===== config.mk =====
export PLATFORM = sky130hd
export DESIGN_NAME = stepper_move_ctrl
export DESIGN_NICKNAME = d
export VERILOG_FILES = /design/src/rtl/stepper_move_ctrl.sv
export SDC_FILE = /design/constraint.sdc
export NUM_CORES = 1
export LEC_CHECK = 0
export ABC_AREA = 1
export CAP_MARGIN = 10
export CORE_MARGIN = 8
export CORE_UTILIZATION = 45
export CTS_BUF_LIST = sky130_fd_sc_hd__clkbuf_16
export DETAILED_ROUTE_END_ITERATION = 16
export PLACE_DENSITY = 0.68
export SKIP_LAST_GASP = 1
export SYNTH_ARGS = -nofsm -noshare
export SYNTH_HDL_FRONTEND = slang
export SYNTH_SLANG_ARGS = --single-unit

===== constraint.sdc =====
create_clock -name clk -period 3.1 [get_ports clk]
set_input_delay 0.93 -clock clk [delete_from_list [all_inputs] [get_ports clk]]
set_output_delay 0.93 -clock clk [all_outputs]
set_load 0.01 [all_outputs]

===== src/rtl/stepper_move_ctrl.sv =====
// Stepper motor move controller: runs a counted move through an 8-entry phase table
// in wave, full or half-step mode, one step every period+1 clocks.
module stepper_move_ctrl #(
    parameter int unsigned DIV_W     = 16,
    parameter int unsigned CNT_W     = 12,
    parameter bit          IDLE_HOLD = 1'b1
) (
    input  logic             clk,
    input  logic             rst,
    input  logic             start,
    input  logic             dir,
    input  logic [1:0]       mode,
    input  logic [CNT_W-1:0] steps,
    input  logic [DIV_W-1:0] period,
    input  logic             abort,
    output logic [3:0]       coil_signals,
    output logic             busy,
    output logic             done,
    output logic [CNT_W-1:0] steps_left
);

    typedef enum logic {StIdle, StRun} state_e;

    state_e           state_q;
    logic [2:0]       idx_q;
    logic [2:0]       idx_step;
    logic [2:0]       delta;
    logic [DIV_W-1:0] tick_q;
    logic [DIV_W-1:0] period_q;
    logic             dir_q;
    logic [1:0]       mode_q;
    logic [3:0]       idle_coils;

    function automatic logic [3:0] phase(input logic [2:0] i);
        case (i)
            3'd0:    phase = 4'b1000;
            3'd1:    phase = 4'b1100;
            3'd2:    phase = 4'b0100;
            3'd3:    phase = 4'b0110;
            3'd4:    phase = 4'b0010;
            3'd5:    phase = 4'b0011;
            3'd6:    phase = 4'b0001;
            default: phase = 4'b1001;
        endcase
    endfunction

    // Full mode settles on odd indices, wave on even; half (and 11) always moves by one.
    always_comb begin
        delta = 3'd1;
        if (!mode_q[1]) begin
            if (mode_q[0]) delta = idx_q[0] ? 3'd2 : 3'd1;
            else           delta = idx_q[0] ? 3'd1 : 3'd2;
        end
        idx_step   = dir_q ? (idx_q - delta) : (idx_q + delta);
        idle_coils = IDLE_HOLD ? phase(idx_q) : 4'b0000;
    end

    always_ff @(posedge clk) begin
        if (rst) begin
            state_q      <= StIdle;
            idx_q        <= '0;
            tick_q       <= '0;
            period_q     <= '0;
            dir_q        <= 1'b0;
            mode_q       <= '0;
            steps_left   <= '0;
            busy         <= 1'b0;
            done         <= 1'b0;
            coil_signals <= 4'b0000;
        end else begin
            done <= 1'b0;
            unique case (state_q)
                StIdle: begin
                    coil_signals <= idle_coils;
                    if (start) begin
                        if (steps != '0) begin
                            state_q      <= StRun;
                            busy         <= 1'b1;
                            dir_q        <= dir;
                            mode_q       <= mode;
                            period_q     <= period;
                            steps_left   <= steps;
                            tick_q       <= '0;
                            coil_signals <= phase(idx_q);
                        end else begin
                            done <= 1'b1;
                        end
                    end
                end
                StRun: begin
                    if (abort) begin
                        // Abort wins over any step due this cycle; remaining count is kept.
                        state_q      <= StIdle;
                        busy         <= 1'b0;
                        tick_q       <= '0;
                        coil_signals <= idle_coils;
                    end else if (tick_q == period_q) begin
                        tick_q     <= '0;
                        idx_q      <= idx_step;
                        steps_left <= steps_left - CNT_W'(1);
                        if (steps_left == CNT_W'(1)) begin
                            state_q      <= StIdle;
                            busy         <= 1'b0;
                            done         <= 1'b1;
                            coil_signals <= IDLE_HOLD ? phase(idx_step) : 4'b0000;
                        end else begin
                            coil_signals <= phase(idx_step);
                        end
                    end else begin
                        tick_q <= tick_q + DIV_W'(1);
                    end
                end
                default: state_q <= StIdle;
            endcase
        end
    end

endmodule


[Word level (Yosys, flattened, before mapping)]
Index checks and enable logic that the tools add are counted.
Operators by class
  equal/unequal tests: 20
  bitwise logic cells: 2
  reduce and logical (&&, ||, !) cells: 8
  add/sub/neg operators: 4
  multiplexer cells: 38
Operator list (number)
  16-bit 2-to-1 mux: 4
  4-bit case mux with 7 select lines: 2
  12-bit 2-to-1 mux: 4
  16-bit case mux with 2 select lines: 1
  12-bit case mux with 2 select lines: 1
  3-bit == test, second input constant: 6
  16-bit by 1-bit adder with 16-bit output, second input constant: 1
  16-bit == test: 1
  1-bit 2-to-1 mux: 15
  12-bit by 1-bit == test with 1-bit output, second input constant: 1
  3-bit by 2-bit == test with 1-bit output, second input constant: 4
  12-bit nonzero test: 1
  12-bit by 1-bit subtractor with 12-bit output, second input constant: 1
  2-bit 2-to-1 mux: 4
  4-bit 2-to-1 mux: 2
  4-bit case mux with 2 select lines: 1
  4-bit AND reduction: 2
  3-bit by 1-bit == test with 1-bit output, second input constant: 2
  3-bit zero test: 2
  2-bit inequality test, second input constant: 3
  3-bit by 2-bit inequality test with 1-bit output, second input constant: 2
  1-bit case mux with 2 select lines: 3
  3-bit AND reduction: 2
  3-bit adder: 1
  5 further kinds: 6
Word-level totals
  bits of input ports: 35
  register bits after elaboration: 57
  output and inout port bits: 18
  logic and storage cells: 82

[Logic depth before layout (Yosys ltp)]
Gate-level depths: netlist of the first run.
  depth in word-level cells: 10
  mapped depth: 19
  gate-level depth less buffers: 19

[Worst setup path before layout of the first run]
OpenSTA, ideal clock, no wires.
  path kind: register to register
  start point: register idx_q[0]
  end point: register coil_signals[1]
  buffers on the path: 0
  setup time: 109 ps
  required time: 2991 ps
  data arrival time: 2078 ps
  setup slack: 913 ps
  stages on the path, launching flop included: 18
  period minus slack after synthesis: 2187 ps
  cell sequence: dfxtp_1 > inv_1 > nand2_1 > nand3_1 > ha_1 > nand2_1 > o21ai_0 > fa_1 > inv_1 > nand2_1 > nand3_1 > nand2_1 > nand2_1 > o21ai_0 > nand3_1 > nand3_1 > nand2_1 > inv_1
Between the ends
  word-level cells in the longest chain between the ends: 10
  elaborated cells between the ends (all ways): 26
  classes of those cells: add/sub (2); eq/ne (12); mux (10); reduce/logical (2)
Ends and longest elaborated chain
  start, declared: RTL line 25  | logic [2:0] idx_q;
  start signal, assigned: RTL line 99  | idx_q <= idx_step;
  2-bit 2-to-1 mux (on tied branches): RTL line 52, 51
  2-bit 2-to-1 mux: RTL line 51  | if (mode_q[0]) delta = idx_q[0] ? 3'd2 : 3'd1;
  2-bit 2-to-1 mux: RTL line 50  | if (!mode_q[1]) begin
  3-bit adder or 3-bit subtractor (tied branches): RTL line 54  | idx_step = dir_q ? (idx_q - delta) : (idx_q + delta);
  3-bit 2-to-1 mux: RTL line 54
  3-bit == test, or another cell as far along: RTL line 35  | case (i)
  4-bit case mux with 7 select lines: RTL line 35
  4-bit 2-to-1 mux: RTL line 97  | end else if (tick_q == period_q) begin
  4-bit 2-to-1 mux: RTL line 91  | if (abort) begin
  4-bit case mux with 2 select lines *: RTL line 72  | unique case (state_q)
  end signal, assigned: RTL line 74  | coil_signals <= idle_coils;
  end signal, assigned: RTL line 96  | coil_signals <= idle_coils;
  end signal, assigned: RTL line 105  | coil_signals <= IDLE_HOLD ? phase(idx_step) : 4'b0000;
  end, declared: RTL line 16  | output logic [3:0] coil_signals,
Every way passes the cells marked *; elsewhere a longest branch is shown, timed or not. The select of a mux whose other input is x is not followed.
A chain may end at the register's enable or synchronous reset.

[Worst setup path after layout of the first run]
  start point: input steps[10]
  end point: register tick_q[0]
Between the ends
  word-level cells in the longest chain between the ends: 3
Ends and longest elaborated chain
  start, declared: RTL line 13  | input logic [CNT_W-1:0] steps,
  12-bit nonzero test: RTL line 76  | if (steps != '0) begin
  2-bit inequality test (no source line)
  2-bit AND reduction (no source line)
  end signal, assigned: RTL line 110  | tick_q <= tick_q + DIV_W'(1);
  end, declared: RTL line 28  | logic [DIV_W-1:0] tick_q;
Every way passes these cells.

==> flow_summary.ini, run 1 <==
[outcome]
status = finished clean

[global_routing]
grt_pass1_wl_um = 15700
grt_overflow_total = 0
grt_max_degree = 29
grt_usage = 0.1694
grt_pass1_vias = 3461
antenna_found_initial = 0

[sta]
max_freq_ghz = 0.4026
relSlewSlack = 0.6232
worstMarginPinSlew_ns = 0.5646
finalHoldViolCount = 0
setup_slack_ns = 0.6162
fin_crit_ns = 2.484
period_share = 0.8012
slew_viol_final = 0
finalSetupViolations = 0
tns_ns = 0
fin_hold_ws_ns = 0.4717
rsz0062_at_grt = false
fin_skew_ns = 0.008368

[yosys]
async_reset_ff_frac = 0
synthTopCellsByArea = dfxtp_1 32%, nand2_1 20%, inv_1 7.6%, nor2_1 7.6%, nand3_1 5.4%
post-synth-top-count-cell = nand2_1
ys_warn_count = 0
synthFlopType = dfxtp_1
syn-cell-area_mm2 = 0.003612
synth_edf_count = 0
syn_inst = 600
synth_nets = 640
synth_common_cells = 188 x nand2_1, 73 x inv_1, 73 x nor2_1, 57 x dfxtp_1, 39 x nand3_1
seq_area_frac_synth = 0.3159
synth_cell_types = 31
synth_top_area_frac = 0.3159
synth_seq_cells = 57
avgSynthCellArea_um2 = 6.020
yosysTopAreaCell = dfxtp_1

[finish]
postLayoutCellArea_mm2 = 0.004502
drive_above_1_share = 0.08855
regArea_mm2 = 0.001141
layout.nets = 690
num_antenna_cells = 0
multi_input_area_mm2 = 0.002044
num-fill-cells = 786
area_growth_pct = 24.63

[route]
routed_via_density = 4.921
totalWireLength_um = 9264
route.detailed.drc = 0
detail_route.wl_per_cell_um = 12.24
final_antenna_net_count = 0
firstDrtPassIters = 4
vias = 3725
dr.first_iter.drc_count = 184

[clock_network]
cts-resized-gates = 0
cts_buffers = 9
cts-root-buf = clkbuf_16
clk_pin_slew_ns = 0.05
cts_max_level = 3
cts_tree = yes
cts_buffer_depth = 2
cts-hold-fix-buffers = 0
clk_latency_ns = 0.33
clock-sinks = 57
post_cts_buffers = 0

[critical_path]
crit_arrival_ns = 2.74
reg2reg_from = idx_q[0]
critPathCapture = tick_q[0]
worstSetupPathType = in2reg
r2r_end = coil_signals[1]
path_max_fanout = 13
reg2reg_slack_ns = 0.63
required_ns = 3.35
startpoint = steps[10]
end_kind = register
ff2ff_path_depth = 16
critPathLaunchType = primary input

[floorplan]
rows = 32
start_util = 0.4650
die_w_um = 105.6
die-area_mm2 = 0.01115
die_h_um = 105.6
core_mm2 = 0.007767
pin_count = 53

[placement]
gp_congestion = 0.8643
placed_area_mm2 = 0.004214
port-buffer-count = 52
dp_hpwl_um = 6953
dp_slack_ns = 0.2811

[power]
peakVddDrop_uv = 313.7
p_total_mw = 2.272
p_per_area_mw_per_mm2 = 504.7
p_leak_nw = 2.044

[worst_hold_path]
worstHoldPathType = reg2reg

[run]
cap_violations = 0
[final cells by class]
type                    count  area share
repair buffers             58      0.1284
multi-input cells         438      0.4541
inverters                  86     0.07171
clock buffers               9     0.05003
clock inverters             7     0.01390
well taps                 102     0.02835
flip-flops and latches     57      0.2535
[flip-flops by register name, indices dropped and copies added (netlist names), 2 cells and up]
| signal | count |
|---|---|
| period_q | 16 |
| tick_q | 16 |
| steps_left | 12 |
| coil_signals | 4 |
| idx_q | 3 |
| mode_q | 2 |
[per-layer routing]
metal | GRT usage | wire (um)
met5 | 0 | 0
met4 | 0.04824 | 88
met3 | 0.04446 | 458
met2 | 0.2873 | 4385
met1 | 0.2061 | 4331
[stage by stage]
step,instances,util
after CTS,757,0.5796
after detailed placement,741,0.5425
after global routing,757,0.5796
final,757,0.5796
after global placement,741,0.5425
after floorplan,600,-
[how the worst min path moves through the flow]
stage            startpoint      endpoint  slack, ns  cells after the start
6_report       period_q[15]  period_q[15]       0.47                      2
5_1_grt         period_q[8]   period_q[8]       0.50                      2
4_1_cts        period_q[10]  period_q[10]       0.47                      2
3_5_place_dp    period_q[1]   period_q[1]       0.47                      2
3_3_place_gp    period_q[0]   period_q[0]       0.46                      2
2_1_floorplan  period_q[14]  period_q[14]       0.44                      2
[cell usage in the layout, fill, tap and decap left out, types with 3 or more instances in the layout]
master / netlist / routed
nand2_1: 188 / 188
inv_1: 73 / 74
nor2_1: 73 / 73
dfxtp_1: 57 / 57
clkdlybuf4s50_1: 0 / 52
nand3_1: 39 / 39
o21ai_0: 37 / 37
a21oi_1: 34 / 34
inv_2: 13 / 13
nor2_2: 12 / 12
nand4_1: 9 / 9
clkbuf_16: 0 / 9
nor3_1: 8 / 8
nand3_2: 5 / 5
buf_4: 1 / 5
nand2_2: 4 / 4
xnor2_1: 4 / 4
xor2_1: 4 / 4
o21ai_1: 4 / 4
ha_1: 4 / 4
o211ai_1: 3 / 3
a31oi_1: 3 / 3
[power breakdown]
| part | leakage [nW] | switching (mW) | internal [mW] |
|---|---|---|---|
| Combinational | 1.44 | 0.291 | 0.204 |
| Sequential | 0.468 | 0.0358 | 0.778 |
| Clock | 0.140 | 0.351 | 0.612 |
| Total | 2.04 | 0.678 | 1.59 |
[critical path, cell delays in order]
cell,delay [ns]
clkdlybuf4s50_1,0.43
nor2_1,0.11
nand2_1,0.06
nor2_1,0.18
nand2_1,0.10
nand2_1,0.09
nand2_1,0.28
nand2_2,0.21
nand2_2,0.16
a21oi_1,0.19
[cell families (layout without fill, tap and decap cells)]
logic type	after synthesis	after routing	synth area share
flops	57	57	0.3159
xor+xnor	8	8	0.01940
fa+ha+maj	5	5	0.01940
compound gates	82	82	0.1174
buf+inv	105	160	0.1181
simple gates	343	343	0.4098
(Power assumes the default switching activity.)
==> inputs of run 2 (changes only) <==
--- a/config.mk
+++ b/config.mk
@@ -11,7 +11,7 @@
 export CORE_UTILIZATION = 45
 export CTS_BUF_LIST = sky130_fd_sc_hd__clkbuf_16
 export DETAILED_ROUTE_END_ITERATION = 16
-export PLACE_DENSITY = 0.68
+export PLACE_DENSITY = 0.71
 export SKIP_LAST_GASP = 1
 export SYNTH_ARGS = -nofsm -noshare
 export SYNTH_HDL_FRONTEND = slang
==> constraint.sdc (replaced) <==
create_clock -name clk -period 2.1 [get_ports clk]
set_input_delay 0.63 -clock clk [delete_from_list [all_inputs] [get_ports clk]]
set_output_delay 0.63 -clock clk [all_outputs]
set_load 0.01 [all_outputs]
==> flow_summary.ini, run 2 (synthesis gave the netlist of run 1 again) <==
[placement]
dp_hpwl_um = 7496
gp_congestion = 0.8806
port-buffer-count = 52
dp_slack_ns = -0.2890

[power]
p_sw_mw = 1.100
comb_power_share = 0.264
clock_power_share = 0.402
peakVddDrop_uv = 400.5
p_leak_nw = 2.323
swShare = 0.3051
p_int_mw = 2.506
p_total_mw = 3.606
p_per_area_mw_per_mm2 = 718.8
p_seq_frac = 0.334

[route]
dr.first_iter.drc_count = 175
firstDrtPassIters = 4
totalWireLength_um = 10310
routed_via_density = 5.011
final_antenna_net_count = 0
route.detailed.drc = 0
detail_route.wl_per_cell_um = 12.88
vias = 4009

[outcome]
violations = negative setup slack
status = finished, violations left

[clock_network]
clk_latency_ns = 0.33
cts_tree = yes
clk_pin_slew_ns = 0.05
cts_buffers = 9
cts_buffer_depth = 2
clock-sinks = 57
cts_max_level = 3
cts-root-buf = clkbuf_16

[floorplan]
pin_count = 53
die_h_um = 105.6
die-area_mm2 = 0.01115
start_util = 0.4650
core_mm2 = 0.007767
die_w_um = 105.6
rows = 32

[critical_path]
crit_arrival_ns = 2.42
path_buf_inv = 4
required_ns = 2.32
critPathLaunchType = register
startpoint = mode_q[0]
cpLargestDelayFamily = simple AND/OR/NAND/NOR gates
reg2reg_from = mode_q[0]
cpPeakStageDelay_ns = 0.39
path_max_fanout = 6
end_kind = register
reg2reg_slack_ns = -0.1
worstSetupPathType = reg2reg
critPathCapture = coil_signals[1]
r2r_end = coil_signals[1]
cpMostUsedCell = nand2_2
cp.depth = 18
crit_chain = inv_2 -> nand2_2 -> nand3_4 -> inv_2 -> ha_4 -> nand2_2 -> o21ai_2 -> fa_2 -> inv_2 -> nand2_2 -> nand3_2 -> nand2_4 -> nand2_2 -> o21ai_2 -> nand3_1 -> nand3_1 -> nand2_1 -> inv_1
ff2ff_path_depth = 18
cpMaxStageDelayCell = fa_2

[sta]
relSlewSlack = 0.7594
rsz0062_at_grt = true
slew_viol_final = 0
tns_ns = -0.2778
fin_crit_ns = 2.200
max_freq_ghz = 0.4546
period_share = 1.047
fin_hold_ws_ns = 0.4663
worstMarginPinSlew_ns = 0.3595
setup_slack_ns = -0.09959
finalSetupViolations = 4
finalHoldViolCount = 0
fin_skew_ns = 0.005701

[global_routing]
grt_pass1_vias = 3808
grt_overflow_total = 0
grt_pass1_wl_um = 17190
antenna_found_initial = 0
grt_usage = 0.1828
grt_max_degree = 22

[finish]
area_growth_pct = 38.90
num_antenna_cells = 0
top_regs = period_q: 16 flops, tick_q: 16 flops, steps_left: 12 flops
final_cell_mix = 175 x nand2_1, 71 x nor2_1, 69 x inv_1, 55 x dfxtp_1, 50 x clkdlybuf4s50_1
final_common_cell = nand2_1
num-fill-cells = 705
drive_above_1_share = 0.1948
layout.nets = 733

[worst_hold_path]
hold_depth = 2
worstHoldPathType = reg2reg

[run]
cap_violations = 0
==> run 2: per-layer routing <==
metal,up-vias,GRT usage,part of all wire
li1,2065,-,-
met1,1833,0.2182,0.43
met2,93,0.3121,0.49
met3,18,0.03654,0.050
met4,0,0.07839,0.022
met5,-,0,0
==> run 2: how the worst min path moves through the flow <==
stage / start / end / slack [ns]
after floorplan: period_q[14] / period_q[14] / 0.44
after global placement: period_q[15] / period_q[15] / 0.45
after detailed placement: period_q[10] / period_q[10] / 0.46
after CTS: period_q[10] / period_q[10] / 0.47
after global routing: period_q[10] / period_q[10] / 0.50
final: period_q[10] / period_q[10] / 0.47
==> run 2: stage by stage <==
stage	instances	utilization	area (um2)
2_1_floorplan	600	-	3617
3_3_place_gp	776	0.5786	4494
3_5_place_dp	776	0.5786	4494
4_1_cts	797	0.6282	4880
5_1_grt	800	0.6459	5017
6_report	800	0.6459	5017
==> run 2: layout make-up <==
cell class	count	area, um2	share of cell area
Clock buffer	9	225.2	0.04489
Clock inverter	7	70.07	0.01397
Inverter	86	322.8	0.06434
Multi-Input combinational cell	438	2161	0.4307
Sequential cell	57	1146	0.2284
Tap cell	102	127.6	0.02544
Timing Repair Buffer	101	964.7	0.1923
==> run 2: tightest hold or removal path: cells and delay by family, from the launching register on <==
kind | cells | cell delay [ns]
flops | 1 | 0.30
buf+inv | 1 | 0.06
compound gates | 1 | 0.05
==> run 2: what timing repair did <==
item	in CTS	in global routing
setup buffers	5	2
gates resized for setup	19	23
endpoints found under the setup margin	5	48
hold buffers	0	0
gates cloned	0	1
pin swaps	14	18
==> run 2: power groups by stage <==
| stage | combinational, mW | sequential, mW | clock, mW |
|---|---|---|---|
| floorplan | 0.493 | 1.22 | 0 |
| global placement | 0.816 | 1.22 | 0 |
| detailed placement | 0.834 | 1.22 | 0 |
| CTS | 0.898 | 1.20 | 1.46 |
| global route | 1.06 | 1.21 | 1.52 |
| finish | 0.951 | 1.20 | 1.45 |
